## config.mk

```make
export PLATFORM = sky130hd
export DESIGN_NAME = shift_seq8
export DESIGN_NICKNAME = d
export VERILOG_FILES = /design/src/rtl/shift_seq8_pkg.sv /design/src/rtl/shift_seq8_fifo.sv /design/src/rtl/shift_seq8.sv
export SDC_FILE = /design/constraint.sdc
export NUM_CORES = 1
export LEC_CHECK = 0
export ABC_AREA = 0
export BUFFER_PORTS_ARGS = -buffer_cell sky130_fd_sc_hd__buf_2
export CAP_MARGIN = 10
export CORE_UTILIZATION = 40
export DETAILED_ROUTE_END_ITERATION = 8
export PLACE_DENSITY = 0.58
export SLEW_MARGIN = 15
export SYNTH_ARGS = -nofsm -noshare
export SYNTH_HDL_FRONTEND = slang
export SYNTH_SLANG_ARGS = --single-unit
```

## constraint.sdc

```tcl
create_clock -name clk -period 2.1 [get_ports clk]
set_clock_uncertainty 0.2 [all_clocks]
set_input_delay 0.21 -clock clk [delete_from_list [all_inputs] [get_ports clk]]
set_output_delay 0.21 -clock clk [all_outputs]
set_load 0.02 [all_outputs]
```

## src/rtl/shift_seq8_pkg.sv

```systemverilog
// Shared definitions for the shift_seq8 command sequencer.
//
// Holds the shifter op encodings (these match the shifter's next-state
// decode exactly), the command kind codes, the sequencer state codes, the
// packed command record stored in the FIFO and two small helpers used by
// the sequencer FSM.
package shift_seq8_pkg;

  localparam int DATA_W    = 8;
  localparam int AMT_W     = 3;
  localparam int SHAMT_W   = 2;
  localparam int KIND_W    = 2;
  localparam int CMD_W     = KIND_W + AMT_W + DATA_W;
  localparam int SHAMT_MAX = 3;

  // Shifter operation codes
  typedef enum logic [2:0] {
    OP_NOP  = 3'b000,
    OP_LOAD = 3'b001,
    OP_LSL  = 3'b010,
    OP_LSR  = 3'b011,
    OP_ASR  = 3'b100
  } op_e;

  // Command kind codes as presented on cmd_kind
  typedef enum logic [1:0] {
    KIND_LSL  = 2'b00,
    KIND_LSR  = 2'b01,
    KIND_ASR  = 2'b10,
    KIND_LOAD = 2'b11
  } kind_e;

  // Sequencer states
  typedef enum logic [1:0] {
    ST_IDLE  = 2'b00,
    ST_LOAD  = 2'b01,
    ST_SHIFT = 2'b10,
    ST_CAP   = 2'b11
  } state_e;

  // One buffered command; packing order matches {kind, amt, data}
  typedef struct packed {
    kind_e             kind;
    logic [AMT_W-1:0]  amt;
    logic [DATA_W-1:0] data;
  } cmd_t;

  // Largest step the 2-bit shamt can express without exceeding what is left
  function automatic logic [SHAMT_W-1:0] shift_chunk(input logic [AMT_W-1:0] rem);
    logic [SHAMT_W-1:0] c;
    if (rem > AMT_W'(SHAMT_MAX)) c = SHAMT_W'(SHAMT_MAX);
    else                         c = rem[SHAMT_W-1:0];
    return c;
  endfunction

  // Shifter op that performs one step of the given command kind
  function automatic op_e kind_to_op(input kind_e k);
    op_e o;
    case (k)
      KIND_LSL: o = OP_LSL;
      KIND_LSR: o = OP_LSR;
      KIND_ASR: o = OP_ASR;
      default:  o = OP_NOP;
    endcase
    return o;
  endfunction

endpackage

```

## src/rtl/shift_seq8_fifo.sv

```systemverilog
// shift_cmd_fifo: synchronous command FIFO for the shift sequencer.
//
// Ports:
//   clk      in   system clock, rising edge
//   reset_n  in   asynchronous active-low reset (pointers only)
//   wr_en    in   write request; ignored while full
//   rd_en    in   read request; ignored while empty
//   wr_data  in   W-bit entry to store
//   rd_data  out  head entry, valid combinationally while !empty
//   full     out  no free entry
//   empty    out  no stored entry
//
// Pointers carry one extra wrap bit so full and empty are distinguished
// without a separate occupancy counter.
module shift_cmd_fifo
  import shift_seq8_pkg::*;
#(
  parameter int DEPTH = 4,
  parameter int AW    = 2,
  parameter int W     = CMD_W
) (
  input  logic         clk,
  input  logic         reset_n,
  input  logic         wr_en,
  input  logic         rd_en,
  input  logic [W-1:0] wr_data,
  output logic [W-1:0] rd_data,
  output logic         full,
  output logic         empty
);

  logic [W-1:0] r_mem [DEPTH];
  logic [AW:0]  r_wr_ptr;
  logic [AW:0]  r_rd_ptr;
  logic         w_do_wr;
  logic         w_do_rd;

  assign empty   = (r_wr_ptr == r_rd_ptr);
  assign full    = (r_wr_ptr[AW] != r_rd_ptr[AW]) &&
                   (r_wr_ptr[AW-1:0] == r_rd_ptr[AW-1:0]);
  assign w_do_wr = wr_en && !full;
  assign w_do_rd = rd_en && !empty;
  assign rd_data = r_mem[r_rd_ptr[AW-1:0]];

  always_ff @(posedge clk or negedge reset_n) begin
    if (!reset_n) begin
      r_wr_ptr <= '0;
      r_rd_ptr <= '0;
    end else begin
      if (w_do_wr) r_wr_ptr <= r_wr_ptr + 1'b1;
      if (w_do_rd) r_rd_ptr <= r_rd_ptr + 1'b1;
    end
  end

  // Storage is data only; stale entries are never visible because empty
  // is derived from the (reset) pointers.
  always_ff @(posedge clk) begin
    if (w_do_wr) r_mem[r_wr_ptr[AW-1:0]] <= wr_data;
  end

endmodule

```

## src/rtl/shift_seq8.sv

```systemverilog
// shift_seq8: command sequencer driving an 8-bit shifter.
//
// Accepts {kind, amt, data} commands over valid/ready, buffers them in a
// DEPTH-entry FIFO and runs each one as a LOAD followed by up to three
// shift steps of at most 3 positions each. When the last step has landed
// in the shifter, its d_out is captured and presented with a one-cycle
// res_valid strobe.
//
// Ports:
//   clk        in   system clock, rising edge
//   reset_n    in   asynchronous active-low reset
//   cmd_valid  in   command present
//   cmd_ready  out  FIFO can accept (not full)
//   cmd_kind   in   00 LSL, 01 LSR, 10 ASR, 11 load-only
//   cmd_amt    in   total shift amount 0..7
//   cmd_data   in   operand to load
//   op         out  shifter op (registered)
//   shamt      out  shifter shift amount (registered)
//   d_in       out  shifter load data (registered)
//   d_out      in   shifter register output
//   res_valid  out  one-cycle result strobe (registered)
//   res_data   out  captured result, held until the next strobe
//   busy       out  command in flight or queued
module shift_seq8
  import shift_seq8_pkg::*;
#(
  parameter int DEPTH = 4,
  parameter int AW    = 2
) (
  input  logic                clk,
  input  logic                reset_n,
  input  logic                cmd_valid,
  output logic                cmd_ready,
  input  logic [KIND_W-1:0]   cmd_kind,
  input  logic [AMT_W-1:0]    cmd_amt,
  input  logic [DATA_W-1:0]   cmd_data,
  output logic [2:0]          op,
  output logic [SHAMT_W-1:0]  shamt,
  output logic [DATA_W-1:0]   d_in,
  input  logic [DATA_W-1:0]   d_out,
  output logic                res_valid,
  output logic [DATA_W-1:0]   res_data,
  output logic                busy
);

  logic [CMD_W-1:0]   w_wr_data;
  logic [CMD_W-1:0]   w_rd_data;
  logic               w_full;
  logic               w_empty;
  logic               w_push;
  logic               w_pop;
  cmd_t               w_head;
  logic [SHAMT_W-1:0] w_chunk;

  state_e             r_state;
  op_e                r_op;
  logic [SHAMT_W-1:0] r_shamt;
  logic [DATA_W-1:0]  r_d_in;
  logic [AMT_W-1:0]   r_rem;
  kind_e              r_kind;
  logic               r_res_valid;
  logic [DATA_W-1:0]  r_res_data;

  assign w_wr_data = {cmd_kind, cmd_amt, cmd_data};
  assign w_push    = cmd_valid && !w_full;
  // Pops only from IDLE, and only what was already stored: no bypass path.
  assign w_pop     = (r_state == ST_IDLE) && !w_empty;
  assign w_head    = cmd_t'(w_rd_data);
  assign w_chunk   = shift_chunk(r_rem);

  shift_cmd_fifo #(
    .DEPTH (DEPTH),
    .AW    (AW),
    .W     (CMD_W)
  ) u_fifo (
    .clk     (clk),
    .reset_n (reset_n),
    .wr_en   (w_push),
    .rd_en   (w_pop),
    .wr_data (w_wr_data),
    .rd_data (w_rd_data),
    .full    (w_full),
    .empty   (w_empty)
  );

  always_ff @(posedge clk or negedge reset_n) begin
    if (!reset_n) begin
      r_state     <= ST_IDLE;
      r_op        <= OP_NOP;
      r_shamt     <= '0;
      r_d_in      <= '0;
      r_rem       <= '0;
      r_kind      <= KIND_LSL;
      r_res_valid <= 1'b0;
      r_res_data  <= '0;
    end else begin
      r_res_valid <= 1'b0;
      case (r_state)
        ST_IDLE: begin
          // Holding NOP keeps the shifter cleared while nothing runs.
          r_op    <= OP_NOP;
          r_shamt <= '0;
          if (w_pop) begin
            r_op    <= OP_LOAD;
            r_d_in  <= w_head.data;
            r_rem   <= (w_head.kind == KIND_LOAD) ? '0 : w_head.amt;
            r_kind  <= w_head.kind;
            r_state <= ST_LOAD;
          end
        end
        ST_LOAD, ST_SHIFT: begin
          if (r_rem == '0) begin
            r_op    <= OP_NOP;
            r_shamt <= '0;
            r_state <= ST_CAP;
          end else begin
            r_op    <= kind_to_op(r_kind);
            r_shamt <= w_chunk;
            r_rem   <= r_rem - {1'b0, w_chunk};
            r_state <= ST_SHIFT;
          end
        end
        ST_CAP: begin
          // d_out now holds the final value; the NOP already issued clears
          // the shifter at this same edge, after we have sampled it.
          r_res_data  <= d_out;
          r_res_valid <= 1'b1;
          r_op        <= OP_NOP;
          r_shamt     <= '0;
          r_state     <= ST_IDLE;
        end
        default: begin
          r_op    <= OP_NOP;
          r_shamt <= '0;
          r_state <= ST_IDLE;
        end
      endcase
    end
  end

  assign op        = r_op;
  assign shamt     = r_shamt;
  assign d_in      = r_d_in;
  assign res_valid = r_res_valid;
  assign res_data  = r_res_data;
  assign cmd_ready = !w_full;
  assign busy      = (r_state != ST_IDLE) || !w_empty;

endmodule

```

==> metrics.txt, run 1 <==
failing checks negative setup slack; Final Hold Viols 0; Max clock buf depth 2; most common cell after layout, fill and taps aside edfxtp_1; Synth Warn # 0; Layout Utilization a little over half; Die H around 95 um; Worst Hold Path EP u_fifo.r_wr_ptr[0]; TritonCTS Sinks 87; vias in the first global route 1901; Final WS setup -0.0172 ns; R2R Setup Slk 0.11 ns; gr ovfl total 0; hold path start cmd_valid; delay of the slowest cell on the worst path 0.56 ns; CTS Root Cell clkbuf_8; Filler cells 690; Diodes inserted 0; IO Count 48; largest net degree at the start of global routing 36; post-synthesis mux area share 14.5%; Worst R2R Start r_state[1]; CP Max Fanout 4; xor/xnor share of the synthesized area 2.47%; r2r worst-path depth 7; fmax ~0.47 GHz; first-pass GRT wire length between 9 and 10 mm; Netlist cell types 36; DPL Wire Length 3.74 mm; Buffers on Ports 47; clock share of power between 10% and 20%; R2R Path End r_rem[2]; Pre-antenna DRT Iters 5; Starting Density 41.9%; H-tree levels 3; worst hold path type input port to flop; WP buf/inv 3; Worst-path clk slew about 0.070 ns; outcome complete, but fails checks; final setup fails 1; Routed WL between 5 and 6 mm; number of synthesized register bits 87; core box area 8340 um^2; clock tree from TritonCTS yes; WL/cell ~15 um; Pleak ~0.0018 uW; fin crit share 101%; vias per cell 4.81; initial antenna violation count 0; Sw Ratio 33.7%; Psw 2280 uW; critical path's slowest cell or4_4; CP Class flop to output pin; post-synthesis adder-cell area fraction 2.86%; Post-DRT Antenna Nets 0; Die Wd 95.5 um; RSZ-0062 raised after global routing true; crit path DAT roughly 1.7 ns; Syn Inst Count 195; Comb power frac 43.3%; Setup crit end kind output pin; placed instance area 3940 um^2; synthesis-to-layout area growth 26.8%; total number of vias between 1500 and 2000; worst-skew pair later-pin latency 0.34 ns; global-route usage over all layers 14.7%; clock buffer count from CTS 9; DR iter-0 viols 50; Mapped Avg Cell Area ~18 um^2; crit path cell chain inv_2, ha_4, inv_2, or4_4, buf_6; Crit path required time 1.69 ns; ratio of cells with drive above 1 in the final layout 43.1%; Max-Cap Viols 0; post-route minimum period 2.12 ns; delay-heaviest family, CP simple AND/OR/NAND/NOR gates; drt drc 0; Max-Slew Margin vs Limit 69.5%; Setup TNS Final -0.0172 ns; GPL Wtd Cong approximately 0.74; critical path startpoint category flop; commonest cells after routing, fill and taps aside 52 x edfxtp_1, 46 x buf_2, 32 x dfrtp_1; pwr dens 1520 nW/um^2; compound-gate portion of the synthesized area 3.90%; Slew @ Worst Pin 0.457 ns; register area share after synthesis 69.7%; simple-gate share of the synthesized area 3.90%; Final Cell Area 4430 um^2; Core Rows 33; internal power 4480 uW; sequential power share 40.3%; Final Slew Violations 0; Worst path most repeated cell inv_2; # nets final 315; main combinational cell family by area after synthesis multiplexers; die area 9120 um^2; Synth Cell Area between 3000 and 4000 um^2; syn nets around 230; Hold Crit Depth 5; worst ir drop on vdd 0.000689 V
-- kinds of logic (layout without fill, tap and decap cells) --
family          Yosys count  in the layout
simple gates             23             23
buf+inv                  19            112
xor+xnor                  9              9
fa+ha+maj                 8              8
flops                    87             87
compound gates           17             17
mux                      32             32
-- per-layer routing --
layer	vias to the layer above	part of all wire (%)	GRT usage, %
met5	-	0	0
met4	0	1.0	4.10
met3	7	4.6	4.86
met2	46	51	25.7
met1	935	44	17.4
li1	902	-	-
-- layout make-up --
cell class	instances	area (um^2)	share of cell area (%)
clock inverter	4	46.3	1.04
sequential	87	2440	55.1
inverter	10	37.5	0.847
timing repair buffer	86	639	14.4
tap	105	131	2.96
clock buffer	12	145	3.27
multi-input combinational	89	993	22.4
-- per-stage QoR --
step	std cells	hold WS (ns)	total power (uW)	worst slack, ns
3_3_place_gp	349	0.0905	5500	0.145
4_1_cts	391	0.145	6810	-0.0289
6_report	393	0.161	6750	-0.0172
5_1_grt	393	0.184	7250	-0.0740
2_1_floorplan	195	-0.286	4700	0.0475
3_5_place_dp	349	0.0859	5520	0.0871
-- worst max-delay path by stage --
stage,startpoint,to,slack (ns),depth (start not counted)
global placement,u_fifo.r_rd_ptr[0],d_in[2],0.14,3
finish,r_state[1],busy,-0.02,5
floorplan,u_fifo.r_rd_ptr[0],u_fifo.r_mem[3][0],0.05,4
CTS,u_fifo.r_rd_ptr[1],busy,-0.03,3
global route,r_state[1],busy,-0.07,5
detailed placement,r_state[1],r_rem[2],0.09,6
-- flip-flops by register name, indices dropped and copies added, names as in the netlist --
register	count
d_in	8
op	3
r_kind	2
r_rem	3
r_state	2
res_data	8
res_valid	1
shamt	2
u_fifo.r_mem	52
u_fifo.r_rd_ptr	3
u_fifo.r_wr_ptr	3
-- cells in the mapped netlist (all sizes together) --
library cell   n  area share [%]
nand3          1            0.14
o221ai         1            0.43
mux4          13             8.4
o21ai          3            0.43
nand2          4            0.43
or2            1            0.18
xnor2          4             1.0
nor3b          1            0.21
nor3           1            0.14
nand3b         1            0.21
dfrtp         35              25
or4            1            0.32
a32oi          1            0.25
edfxtp        52              45
o211ai         1            0.21
a31oi          4            0.72
a21oi          1            0.14
nand2b         3            0.54
clkbuf         4            0.43
o22ai          1            0.18
nor2           3            0.32
mux2          19             6.1
xor2           5             1.5
and2           5            0.97
ha             8             2.9
o21a           3            0.64
nor4b          1            0.25
and3           1            0.18
a21bo          1            0.29
o31ai          1            0.61
inv           10             1.1
buf            5             1.1
-- power by group through the flow --
stage / logic (uW) / registers (uW) / clock network (uW)
after floorplan: 1780 / 2920 / 0
after global placement: 2740 / 2750 / 0
after detailed placement: 2760 / 2760 / 0
after CTS: 2930 / 2730 / 1150
after global routing: 3250 / 2790 / 1210
final: 2930 / 2720 / 1110
-- worst reg2reg max path, stage by stage (launching register included) --
cell and delay, ns:
dfrtp_1 0.39, inv_2 0.08, ha_4 0.14, inv_2 0.04, or4_4 0.56, buf_4 0.18, a32oi_2 0.17, o221ai_2 0.11
-- timing repair --
action,CTS,global route
resized for setup,10,2
endpoints found under the setup margin,1,2
hold buffers,22,0
buffers inserted,4,2
endpoints found under the hold margin,95,0
pin swaps,2,2
No activity file was read; power rests on OpenSTA's default activity.
==> run 2: changes to the inputs <==
- PLACE_DENSITY: 0.58 -> 0.61
==> run 2 against run 1 <==
The run now ends clean; critical path depth unchanged; final cell count grew 2.8%; global-route usage up 0.34 points; flip-flop and latch count is the same; sequential share of layout area fell by 0.34 points; first-iteration DRC count increased by 76%; sequential power about the same; cell area increased by 0.62%; total power rose by 0.48%; count of clock-buffer cells in the layout fell by 3; combinational power up 4%; clock power down 5%; critical endpoint unchanged; highest routed layer unchanged.
==> metrics.txt, run 2 (synthesis results as in run 1) <==
Setup crit end kind output pin; Die Wd 95.5 um (unchanged); DPL Wire Length 3.99 mm (+6.6%); vias per cell 4.79 (-0.41%); Final Hold Viols 0 (unchanged); clock buffer count from CTS 9 (unchanged); initial antenna violation count 0 (unchanged); IO Count 48 (unchanged); Pre-antenna DRT Iters 4 (-1); die area 9120 um^2 (unchanged); Crit path required time 1.69 ns (about the same); WL/cell 15.1 um (+0.19%); fin cells 404 (+2.8%); pwr dens 1520 nW/um^2 (-0.14%); critical path startpoint category flop; critical path's slowest cell or4_4; first-pass GRT wire length 9.67 mm (+0.93%); worst ir drop on vdd 0.000737 V (+7.1%); synthesis-to-layout area growth 27.6%; worst hold path type input port to flop; CTS Root Cell clkbuf_8; TritonCTS Sinks 87 (unchanged); post-route minimum period 2.09 ns (-0.0247 ns); Core Rows 33 (unchanged); Pleak 0.00180 uW (+2.8%); largest net degree at the start of global routing 36 (unchanged); Post-DRT Antenna Nets 0 (unchanged); worst-skew pair later-pin latency 0.35 ns (about the same); fin crit share 99.6% (-1.2 points); Setup TNS Final 0 ns (+0.0172 ns); CP Max Fanout 3 (-1); Starting Density 41.9% (unchanged); Final Slew Violations 0 (unchanged); Slew @ Worst Pin 0.476 ns (+0.0190 ns); Max clock buf depth 2 (unchanged); RSZ-0062 raised after global routing true; H-tree levels 3 (unchanged); Max-Slew Margin vs Limit 68.3% (-1.3 points); Routed WL 6.09 mm (+3.0%); fmax 0.478 GHz (+1.2%); GPL Wtd Cong 0.742 (-0.39%); Diodes inserted 0 (unchanged); global-route usage over all layers 15.1% (+0.34 points); DR iter-0 viols 88 (+76%); crit path cell chain inv_1, ha_2, inv_2, or4_4, buf_6; Buffers on Ports 47 (unchanged); commonest cells after routing, fill and taps aside 52 x edfxtp_1, 46 x buf_2, 32 x dfrtp_1; clock tree from TritonCTS yes; ratio of cells with drive above 1 in the final layout 45.2% (+2.1 points); most common cell after layout, fill and taps aside edfxtp_1; outcome finished, final reports clean; Die H 95.5 um (unchanged); max FFs per register 52 (unchanged); total number of vias 1935 (+2.4%); final setup fails 0 (-1); core box area 8340 um^2 (unchanged); # nets final 326 (+3.5%); delay of the slowest cell on the worst path 0.49 ns (-0.07 ns); crit path DAT 1.68 ns (-0.03 ns); vias in the first global route 2021 (+6.3%); CP Class flop to output pin; drt drc 0 (unchanged); Worst-path clk slew 0.09 ns (+0.02 ns); Max-Cap Viols 0 (unchanged); placed cell count 355 (+1.7%); gr ovfl total 0 (unchanged)
-- run 2: cell types whose count changed in the layout (fill, tap and decap cells not counted), sizes merged --
| cell | change |
|---|---|
| clkinv | +1 |
| inv | +3 |
| clkbuf | -3 |
| bufinv | -1 |
| buf | +11 |
-- run 2: cell type report --
| cell class | count | area (um^2) |
|---|---|---|
| clock inverter | 7 | 55.1 |
| sequential | 87 | 2440 |
| inverter | 10 | 37.5 |
| multi-input combinational | 89 | 976 |
| clock buffer | 9 | 124 |
| timing repair buffer | 97 | 697 |
| tap | 105 | 131 |
| fill | 687 | 3880 |
-- run 2: worst max-delay path: cells and delay by family (launching register included) --
family | cells | cell delay, ns
fa+ha+maj | 1 | 0.18
simple gates | 1 | 0.49
flops | 1 | 0.40
buf+inv | 3 | 0.25
-- run 2: power breakdown --
part	total (uW)	internal [uW]	switching, uW	leakage, uW
Combinational	3040	1540	1500	0.000816
Clock	1050	444	607	0.0000935
Sequential	2700	2420	271	0.000894
Total	6780	4410	2380	0.00180
-- run 2: final timing paths --
path / startpoint / end / slack (ns) / depth (start not counted)
max: r_state[0] / busy / 0.008 / 5
min: cmd_valid / u_fifo.r_wr_ptr[0] / 0.15 / 5
max reg2reg: r_state[0] / r_rem[2] / 0.11 / 7
min reg2reg: r_kind[0] / op[2] / 0.27 / 1
max in group asynchronous: reset_n / u_fifo.r_rd_ptr[0] / 1.11 / 3
min in group asynchronous: reset_n / op[1] / 0.24 / 3
-- run 2: repair_timing --
item                                    CTS  global route
hold buffers                             22             0
buffers inserted                         10             1
hold endpoints to repair                 95             0
cloned                                    0             0
pin swaps                                 3             0
endpoints found under the setup margin    1             1
gates resized for setup                   8             0
-- run 2: stage by stage --
stage                     instance area, um^2  util [%]  power (uW)  hold slack (ns)  worst slack [ns]
final                                    4460      53.5        6780            0.155           0.00754
after global routing                     4460      53.5        7260            0.151           -0.0767
after CTS                                4450      53.4        6870            0.144        -0.0000545
after detailed placement                 3960      47.5        5580           0.0922             0.102
after global placement                   3960      47.5        5520           0.0900             0.139
after floorplan                          3500         -        4700           -0.286            0.0475
-- run 2: metal layers --
layer	global-route usage, %	up-vias	wire [um]	part of all wire [%]
met2	27.9	56	3280	54
met1	16.2	948	2500	41
met3	5.50	2	290	4.8
met4	3.73	0	22	0.36
li1	-	929	-	-
met5	0	-	0	0
